### src/rtl/tl_pkg.sv
// Shared traffic-light encodings and sensor conditioning defaults.
// Imported by the sensor conditioner, controller and display stage.
package tl_pkg;

  localparam int DEB_CYCLES_DEF = 4;
  localparam int CNT_W_DEF      = 16;

  typedef enum logic [1:0] {
    GREEN  = 2'b00,
    YELLOW = 2'b01,
    RED    = 2'b10
  } light_t;

  typedef enum logic {
    NO_CAR = 1'b0,
    CAR    = 1'b1
  } sensor_t;

endpackage

### src/rtl/sensor_debounce.sv
// One sensor channel: 2-flop synchroniser, stability counter,
// debounced level and a one-cycle change pulse.
module sensor_debounce
  import tl_pkg::*;
#(
  parameter int DEB_CYCLES = DEB_CYCLES_DEF,
  parameter int CNT_W      = CNT_W_DEF
) (
  input  logic clk,
  input  logic rst,
  input  logic raw,
  output logic deb,
  output logic chg
);

  localparam logic [CNT_W-1:0] LAST = CNT_W'(DEB_CYCLES - 1);

  logic             s1;
  logic             s2;
  logic [CNT_W-1:0] cnt;

  always_ff @(posedge clk or posedge rst) begin
    if (rst) begin
      s1  <= 1'b0;
      s2  <= 1'b0;
      deb <= 1'b0;
      chg <= 1'b0;
      cnt <= '0;
    end else begin
      s1  <= raw;
      s2  <= s1;
      chg <= 1'b0;
      if (s2 == deb) begin
        cnt <= '0;
      end else if (cnt == LAST) begin
        deb <= s2;
        cnt <= '0;
        chg <= 1'b1;
      end else begin
        cnt <= cnt + 1'b1;
      end
    end
  end

endmodule

### src/rtl/traffic_sensor_cond.sv
// Conditions the street A/B car sensors into clean Ta/Tb levels.
// Define SENSOR_LATCH_EN to hold requests until iClrA/iClrB.
module traffic_sensor_cond
  import tl_pkg::*;
#(
  parameter int DEB_CYCLES = DEB_CYCLES_DEF,
  parameter int CNT_W      = CNT_W_DEF
) (
  input  logic CLK,
  input  logic Reset,
  input  logic iTa_raw,
  input  logic iTb_raw,
  input  logic iClrA,
  input  logic iClrB,
  output logic oTa,
  output logic oTb,
  output logic oTa_chg,
  output logic oTb_chg
);

  logic deb_a;
  logic deb_b;

  sensor_debounce #(
    .DEB_CYCLES(DEB_CYCLES),
    .CNT_W     (CNT_W)
  ) u_deb_a (
    .clk(CLK),
    .rst(Reset),
    .raw(iTa_raw),
    .deb(deb_a),
    .chg(oTa_chg)
  );

  sensor_debounce #(
    .DEB_CYCLES(DEB_CYCLES),
    .CNT_W     (CNT_W)
  ) u_deb_b (
    .clk(CLK),
    .rst(Reset),
    .raw(iTb_raw),
    .deb(deb_b),
    .chg(oTb_chg)
  );

`ifdef SENSOR_LATCH_EN
  logic latch_a;
  logic latch_b;

  // chg with deb high marks a fresh rise; set beats clear
  always_ff @(posedge CLK or posedge Reset) begin
    if (Reset) begin
      latch_a <= 1'b0;
      latch_b <= 1'b0;
    end else begin
      if (oTa_chg && deb_a) latch_a <= 1'b1;
      else if (iClrA)       latch_a <= 1'b0;
      if (oTb_chg && deb_b) latch_b <= 1'b1;
      else if (iClrB)       latch_b <= 1'b0;
    end
  end

  assign oTa = deb_a | latch_a;
  assign oTb = deb_b | latch_b;
`else
  logic unused_clr;
  assign unused_clr = iClrA ^ iClrB;

  assign oTa = deb_a;
  assign oTb = deb_b;
`endif

endmodule
### config.mk
export PLATFORM = sky130hd
export DESIGN_NAME = traffic_sensor_cond
export DESIGN_NICKNAME = d
export VERILOG_FILES = /design/src/rtl/tl_pkg.sv /design/src/rtl/sensor_debounce.sv /design/src/rtl/traffic_sensor_cond.sv
export SDC_FILE = /design/constraint.sdc
export NUM_CORES = 1
export LEC_CHECK = 0
export ABC_AREA = 1
export BUFFER_PORTS_ARGS = -buffer_cell sky130_fd_sc_hd__buf_2
export CAP_MARGIN = 30
export CORE_MARGIN = 2
export CORE_UTILIZATION = 45
export DETAILED_ROUTE_END_ITERATION = 7
export GPL_TIMING_DRIVEN = 0
export PLACE_DENSITY = 0.67
export SKIP_CTS_REPAIR_TIMING = 1
export SYNTH_ARGS = -nofsm -noshare
export SYNTH_HDL_FRONTEND = slang
export SYNTH_HIERARCHICAL = 1
export SYNTH_SLANG_ARGS = --single-unit
### constraint.sdc
create_clock -name CLK -period 1.4 [get_ports CLK]
set_input_delay 0 -clock CLK [delete_from_list [all_inputs] [get_ports CLK]]
set_output_delay 0 -clock CLK [all_outputs]
set_load 0.02 [all_outputs]
==> impl_metrics.ini, run 1 <==
[outcome]
status = completed

[setup_path]
endpoint_kind = flop
start_kind = flop
crit_slowest_cell = dfrtp_1
cp.required_ns = 1.58
path_max_fanout = 4
r2r_slack_ns = 0.12
arrival_ns = 1.46
crit_type = flop to flop
cp_cell_sequence = ha_4 > nand3_2 > inv_2 > nand2_2 > nor2_1 > nand2_1 > nand2_1 > nor2_1
critPathMaxStageDelay_ns = 0.43

[synthesis]
syn_avg_cell_area_um2 = 8.22
yosys.cell_types.count = 20
synth-seq-cells = 40
syn_area_um2 = 2070
synth_warnings = 6
netlist_instances = 252
ys_seq_area_share_pct = 48.3
synth_nets = 260

[sta]
setup_ws_ns = 0.121
maxSlewViolCount = 0
fmax_mhz = 782
relSlewSlack_pct = 49.0
setup_viol = 0
layout_min_cycle_time_ns = 1.28
rsz0062_at_grt = yes
period_share_pct = 91.4
finalClockSkew_ns = 0.00548
tightestPinTransition_ns = 0.764
finalHoldViolCount = 0

[global_route]
grt-ovfl-total = 0
grt_antenna_before_repair = 0
grt_pass1_vias = 1370
track_usage_pct = 15.5
grt_pass1_wl_um = 6200
grt_max_degree = 21

[detailed_routing]
wl_per_cell_um = 11.3
top_layer = met4
ant_nets = 0
dr.pass1.iters = 4
route.met2.wl_um = 1590
drt-total-wl_um = 3660
drc = 0
drt_iter0_drc = 76
dr_wl_met3_um = 103
drt-met1-wl_um = 1910
via_count = 1573
avgViaCountPerCell = 4.87

[layout]
seqCellArea_um2 = 1000
nNetsFinal = 278
multi_input_area_um2 = 973
drive_above_1_share_pct = 18.5
fin_area_um2 = 2330
area.growth.synth_to_final_pct = 12.7
diodes = 0
nFillCells = 416
top_regs = u_deb_a/cnt x16, u_deb_b/cnt x16

[clock_network]
numClockSinks = 40
cts_tree = done
cts_max_path_buffers = 2
cts_root_buffer = clkbuf_8
htreeDepth = 2
numCtsBuffers = 5
clk-insertion-delay-late_ns = 0.29
clk_pin_slew_worst_paths_ns = 0.08

[place]
place_ws_ns = 0.0807
io_buffers = 7
place_area_um2 = 2170
gp_congestion = 0.887
hpwl_um = 2630

[floorplanning]
io_pins = 10
die_w_um = 71.9
coreArea_um2 = 4380
dieArea_um2 = 5160
die_h_um = 71.9
initial_core_util_pct = 47.3
row_count = 24

[min_path]
hold_class = input pin to flop

[pwr]
p_leak_nw = 1.03
peakVddDrop_mv = 0.703
power_density_nw_per_um2 = 1210

[flow_run]
maxCapViolations = 0
-- worst max-delay path, delay by kind of cell, from the launching register on --
family | cells | cell delay (ns)
fa+ha+maj | 1 | 0.18
buf+inv | 1 | 0.09
flops | 1 | 0.43
simple gates | 6 | 0.47
-- worst paths after layout --
| check | depth (start not counted) | to | start |
|---|---|---|---|
| hold reg to reg | 0 | u_deb_a/s2 | u_deb_a/s1 |
| min in group asynchronous | 3 | u_deb_a/cnt[0] | Reset |
| hold / removal | 2 | u_deb_a/s1 | iTa_raw |
| setup reg to reg | 8 | u_deb_a/cnt[12] | u_deb_a/cnt[0] |
| max in group asynchronous | 3 | u_deb_b/cnt[7] | Reset |
| setup / recovery | 8 | u_deb_a/cnt[12] | u_deb_a/cnt[0] |
-- layout make-up --
type	count	area share, %
plain buffers	4	1.07
multi-input cells	184	41.7
well taps	52	2.79
inverters	24	3.86
repair buffers	11	3.11
clock inverters	2	1.50
clock buffers	6	3.11
flip-flops and latches	40	42.9
-- cells in the final DEF (no fill, tap or decap) --
master,synthesis,final
o21bai_1,2,2
bufinv_16,0,1
a21oi_1,2,2
xor2_1,14,14
dlygate4sd3_1,0,3
nand2_1,52,52
nand3_1,14,14
clkinv_2,0,1
buf_2,2,9
inv_1,20,20
nand2_2,8,8
nand3_2,4,4
nor2_2,6,7
clkbuf_1,0,1
buf_4,2,3
o21ai_1,4,4
dfrtp_1,40,40
nor2_4,4,4
ha_4,0,1
nand4_1,8,8
xnor2_1,4,4
inv_2,4,4
o21bai_2,2,2
nor2_1,58,57
ha_2,0,1
clkbuf_8,0,5
-- power breakdown --
part	internal (mW)	switching (mW)
Combinational	0.188	0.353
Clock	0.529	0.392
Sequential	1.26	0.107
Total	1.97	0.852
-- synthesized netlist by cell type --
library cell  instances  area (um2)
inv_2                 4        15.0
ha_1                  2        25.0
buf_2                 2        10.0
o21bai_2              2        22.5
nand3_2               4        40.0
o21bai_1              2        15.0
nor2_1               58         218
o21ai_1               4        20.0
xor2_1               14         123
nor2_4                4        45.0
nand4_1               8        50.1
buf_4                 2        15.0
inv_1                20        75.1
nor2_2                6        37.5
nand2_1              52         195
nand3_1              14        70.1
dfrtp_1              40        1000
nand2_2               8        50.1
xnor2_1               4        35.0
a21oi_1               2        10.0
-- metal layers --
layer | global-route usage [%] | up-vias
li1 | - | 818
met1 | 23.5 | 734
met2 | 21.8 | 15
met3 | 3.38 | 6
met4 | 5.66 | 0
met5 | 0 | -
-- cell families (layout without fill, tap and decap cells) --
family                     Yosys count  count (layout)  share of synthesized area (%)
xor gates and xnor gates            18              18                           7.61
AOI/OAI and AO/OA                   10              10                           3.26
DFF                                 40              40                           48.3
adders and majority gates            2               2                           1.21
and+or+nand+nor                    154             154                           34.1
buffers and inverters               28              47                           5.56
-- per-stage QoR --
step | total power, mW | setup TNS [ns] | utilization, % | std cells | hold slack [ns]
after floorplan | 1.75 | 0 | - | 252 | -0.0362
after global placement | 1.88 | 0 | 49.5 | 311 | 0.109
after detailed placement | 1.89 | 0 | 49.5 | 311 | 0.109
after CTS | 2.82 | 0 | 52.0 | 319 | -0.198
after global routing | 2.99 | -0.0355 | 53.3 | 323 | 0.345
final | 2.82 | 0 | 53.3 | 323 | 0.352
Note: power is estimated with default switching activity, not from simulation.
==> run 2: changes to the inputs <==
--- a/config.mk
+++ b/config.mk
@@ -10,9 +10,11 @@
 export CAP_MARGIN = 30
 export CORE_MARGIN = 2
 export CORE_UTILIZATION = 45
+export CTS_BUF_LIST = sky130_fd_sc_hd__clkbuf_8
 export DETAILED_ROUTE_END_ITERATION = 7
 export GPL_TIMING_DRIVEN = 0
 export PLACE_DENSITY = 0.67
+export RECOVER_POWER = 50
 export SKIP_CTS_REPAIR_TIMING = 1
 export SYNTH_ARGS = -nofsm -noshare
 export SYNTH_HDL_FRONTEND = slang
==> run 2 against run 1 <==
  * Power down 0.58%
  * Clock-buffer cell count down 1
  * Die area unchanged
  * Worst setup slack better by 0.0033 ns
  * Combinational power down 2%
  * Sequential power about the same
  * Critical path type unchanged
  * Critical endpoint is now u_deb_b/cnt[12]
==> impl_metrics.ini, run 2 (synthesis gave the netlist of run 1 again) <==
[layout]
fin_area_um2 = 2320
final_util_pct = 53.0
area.growth.synth_to_final_pct = 12.1
top_regs = u_deb_a/cnt x16, u_deb_b/cnt x16
layout_commonest_cell = nor2_1
nNetsFinal = 278
diodes = 0
drive_above_1_share_pct = 16.2
layout_common_cells = nor2_1, nand2_1, dfrtp_1, inv_1, nand3_1

[detailed_routing]
wl_per_cell_um = 11.4
dr.pass1.iters = 4
drt-total-wl_um = 3670
drt_iter0_drc = 72
drc = 0
via_count = 1565
ant_nets = 0
avgViaCountPerCell = 4.85

[pwr]
p_total_mw = 2.81
power_density_nw_per_um2 = 1210
p_leak_nw = 1.01
peakVddDrop_mv = 0.694

[global_route]
grt_pass1_wl_um = 6200
track_usage_pct = 15.5
grt_antenna_before_repair = 0
grt-ovfl-total = 0
grt_max_degree = 21
grt_pass1_vias = 1370

[floorplanning]
dieArea_um2 = 5160
row_count = 24
io_pins = 10
die_h_um = 71.9
initial_core_util_pct = 47.3
die_w_um = 71.9
coreArea_um2 = 4380

[setup_path]
crit_family = simple AND/OR/NAND/NOR gates
crit_slowest_cell = dfrtp_1
critPathBufInv = 1
arrival_ns = 1.45
cp.required_ns = 1.57
cp.depth = 8
worst-r2r-cell-count = 8
crit_type = flop to flop
critPathMaxStageDelay_ns = 0.39
cp_cell_sequence = ha_2 > nand3_2 > inv_2 > nand2_2 > nor2_1 > nand2_1 > nand2_1 > nor2_1
endpoint_kind = flop
path_max_fanout = 4
start_kind = flop

[sta]
tightestPinTransition_ns = 0.762
layout_min_cycle_time_ns = 1.28
maxSlewViolCount = 0
relSlewSlack_pct = 49.1
fmax_mhz = 784
finalSetupTns_ns = 0
finalClockSkew_ns = 0.00648
setup_viol = 0
finalHoldViolCount = 0
period_share_pct = 91.2
setup_ws_ns = 0.124
rsz0062_at_grt = yes

[place]
gp_congestion = 0.887
io_buffers = 7
hpwl_um = 2630
place_area_um2 = 2170
place_ws_ns = 0.0807

[clock_network]
cts_root_buffer = clkbuf_8
numCtsBuffers = 5
cts_max_path_buffers = 2
numClockSinks = 40
cts_tree = done
clk-insertion-delay-late_ns = 0.29
clk_pin_slew_worst_paths_ns = 0.08
htreeDepth = 2

[min_path]
hold_depth = 2
hold_class = input pin to flop

[flow_run]
maxCapViolations = 0

[outcome]
status = completed
[run 2: cell types whose count changed in the layout (fill, tap and decap cells not counted), sizes merged]
cell / change
buf: -5
clkbuf: +4
inv: +1
[run 2: area by class of cell]
cell class,count,area [um2]
plain buffers,4,25.0
clock buffers,5,68.8
inverters,24,90.1
flip-flops and latches,40,1000
fillers,420,2060
clock inverters,3,38.8
well taps,52,65.1
repair buffers,11,66.3
multi-input cells,184,968
[run 2: worst reg2reg max path, delay by kind of cell (launching register included)]
kind / cells / cell delay, ns
flip-flops: 1 / 0.39
buffers and inverters: 1 / 0.09
AND/OR/NAND/NOR: 6 / 0.45
adder cells (fa/ha/maj): 1 / 0.23
[run 2: worst paths after layout]
check	slack, ns	endpoint	from
max reg2reg	0.12	u_deb_b/cnt[12]	u_deb_b/cnt[0]
max	0.12	u_deb_b/cnt[12]	u_deb_b/cnt[0]
max in group asynchronous	0.54	u_deb_b/cnt[7]	Reset
min in group asynchronous	0.38	u_deb_a/cnt[0]	Reset
min reg2reg	0.35	u_deb_a/s2	u_deb_a/s1
min	0.35	u_deb_a/s1	iTa_raw
[run 2: where the power goes]
part	total, mW	switching [mW]	internal, mW
sequential	1.36	0.103	1.26
clock	0.917	0.395	0.522
combinational	0.531	0.353	0.178
total	2.81	0.852	1.96
[run 2: routing by layer]
layer / GRT usage (%) / up-vias / wire length, um / share of wire, %
li1: - / 817 / - / -
met1: 23.5 / 731 / 1940 / 53
met2: 21.8 / 11 / 1600 / 44
met3: 3.38 / 6 / 77 / 2.1
met4: 5.66 / 0 / 53 / 1.4
met5: 0 / - / 0 / 0
[run 2: stage by stage]
step | hold slack (ns) | std cells
6_report | 0.350 | 323
5_1_grt | 0.345 | 323
4_1_cts | -0.198 | 319
3_5_place_dp | 0.109 | 311
3_3_place_gp | 0.109 | 311
2_1_floorplan | -0.0362 | 252
==> run 3: changes to the inputs <==
--- a/config.mk
+++ b/config.mk
@@ -5,7 +5,7 @@
 export SDC_FILE = /design/constraint.sdc
 export NUM_CORES = 1
 export LEC_CHECK = 0
-export ABC_AREA = 1
+export ABC_AREA = 0
 export BUFFER_PORTS_ARGS = -buffer_cell sky130_fd_sc_hd__buf_2
 export CAP_MARGIN = 30
 export CORE_MARGIN = 2
==> run 3 against run 2 <==
  * Critical endpoint is now u_deb_a/deb
  * Via count is 7.8% lower
  * Clock-buffer cell count is 1 higher
  * Routed wire length is 16% higher
  * Largest cell class is now multi-input combinational cells
  * Area after synthesis is 6.0% lower
  * The run now ends with setup timing left
==> impl_metrics.ini, run 3 <==
[outcome]
status = finished with violations
violations = setup timing

[synthesis]
synth_warnings = 6
netlist_instances = 176
syn_avg_cell_area_um2 = 11.1
synth-seq-cells = 40
synthArstFlopShare_pct = 100
ys.flop_type = dfrtp_1
synth_edf_count = 0
synth_top_area_share_pct = 51.4
synth.area.top_cells = dfrtp_1, xnor2_1, nor2_1
ys_seq_area_share_pct = 51.4
yosys.cell_types.count = 23
synth_top_area_cell = dfrtp_1
synth_nets = 184
synth_top_cells_by_count = dfrtp_1, nor2_1, xnor2_1
yosysMostFrequentCell = dfrtp_1
syn_area_um2 = 1950

[global_route]
grt_pass1_vias = 1291
grt_antenna_before_repair = 0
grt_max_degree = 21
grt_pass1_wl_um = 5830
grt-ovfl-total = 0
track_usage_pct = 14.8

[floorplanning]
initial_core_util_pct = 47.6
coreArea_um2 = 4090
io_pins = 10
row_count = 23
die_w_um = 69.8
dieArea_um2 = 4870
die_h_um = 69.8

[setup_path]
crit_slowest_cell = dfrtp_2
start_kind = flop
crit_family = simple AND/OR/NAND/NOR gates
cp.required_ns = 1.58
endpoint_kind = flop
cp_cell_sequence = nor4_2 > nand4_1 > buf_4 > mux2_4
critPathBufInv = 1
arrival_ns = 1.80
crit_type = flop to flop
critPathMaxStageDelay_ns = 0.45
path_max_fanout = 5

[layout]
top_regs = u_deb_a/cnt x16, u_deb_b/cnt x16
area.growth.synth_to_final_pct = 31.2
nNetsFinal = 222
fin_area_um2 = 2550
drive_above_1_share_pct = 45.1
diodes = 0
layout_common_cells = dfrtp_1, xnor2_1, buf_4, nor2_2, dfrtp_2
layout_commonest_cell = dfrtp_1

[place]
gp_congestion = 0.790
place_area_um2 = 2080
io_buffers = 7
place_ws_ns = -0.210
hpwl_um = 2290

[sta]
maxSlewViolCount = 0
relSlewSlack_pct = 48.8
setup_ws_ns = -0.220
setup_viol = 31
rsz0062_at_grt = yes
tightestPinTransition_ns = 0.767
period_share_pct = 116
finalClockSkew_ns = 0.00470
layout_min_cycle_time_ns = 1.62
finalSetupTns_ns = -3.48
fmax_mhz = 617
finalHoldViolCount = 0

[pwr]
p_leak_nw = 1.05
peakVddDrop_mv = 1.23
power_density_nw_per_um2 = 1280
p_total_mw = 3.28

[clock_network]
clk_pin_slew_worst_paths_ns = 0.08
numCtsBuffers = 5
numClockSinks = 40
clk-insertion-delay-late_ns = 0.29
cts_max_path_buffers = 2
htreeDepth = 2
cts_root_buffer = clkbuf_8
cts_tree = done

[detailed_routing]
top_layer = met4
drt-total-wl_um = 4260
drt-met1-wl_um = 1930
avgViaCountPerCell = 5.45
via_count = 1443
drt_iter0_drc = 47
ant_nets = 0
dr_wl_met3_um = 97
wl_per_cell_um = 16.1
dr.pass1.iters = 4
drc = 0
route.met2.wl_um = 2170

[min_path]
hold_class = input pin to flop

[flow_run]
maxCapViolations = 0
[run 3: changes by cell type in the layout (fill, tap and decap cells not counted), moves of 15 or more]
cell and delta:
buf_4 +16, dfrtp_1 -15, dfrtp_2 +15, inv_1 -15, nand2_1 -45, nor2_1 -43, xnor2_1 +15
[run 3: report_power, final]
| group | internal, mW | switching [mW] | total [mW] |
|---|---|---|---|
| Sequential | 1.27 | 0.126 | 1.39 |
| Combinational | 0.507 | 0.574 | 1.08 |
| Clock | 0.399 | 0.408 | 0.806 |
[run 3: path summary, 6_finish.rpt]
kind	startpoint	endpoint	slack (ns)	depth (start not counted)
worst min register to register	u_deb_b/s1	u_deb_b/s2	0.36	0
worst max register to register	u_deb_a/cnt[9]	u_deb_a/deb	-0.22	4
min in group asynchronous	Reset	u_deb_b/s1	0.39	3
max in group asynchronous	Reset	u_deb_a/cnt[6]	0.47	3
worst min-delay path	iTa_raw	u_deb_a/s1	0.35	2
worst max-delay path	u_deb_a/cnt[9]	u_deb_a/deb	-0.22	4
[run 3: worst reg2reg max path, stage by stage (launching register included)]
cell,delay [ns]
dfrtp_2,0.45
nor4_2,0.32
nand4_1,0.23
buf_4,0.21
mux2_4,0.29
[run 3: layer usage]
metal | up-vias | track usage, %
li1 | 679 | -
met1 | 734 | 20.8
met2 | 23 | 22.1
met3 | 7 | 3.05
met4 | 0 | 6.41
met5 | - | 0
[run 3: cells by family after synthesis]
group | count (synthesis) | share of synthesized area, %
fa+ha+maj | 2 | 1.29
simple gates | 92 | 30.2
flops | 40 | 51.4
xor+xnor | 30 | 13.5
buf+inv | 10 | 2.44
mux | 2 | 1.16
[run 3: area by class of cell]
cell class,count,area [um2]
multi-input cells,126,1080
clock buffers,6,82.6
flip-flops and latches,40,1020
plain buffers,2,22.5
well taps,50,62.6
inverters,6,22.5
fillers,320,1530
clock inverters,2,15.0
repair buffers,33,248
[run 3: metrics by stage]
step	std cells	utilization, %	hold slack [ns]
detailed placement	233	50.8	0.110
finish	265	62.5	0.351
global placement	233	50.8	0.111
floorplan	176	-	-0.0362
global route	265	62.5	0.357
CTS	241	53.2	-0.200
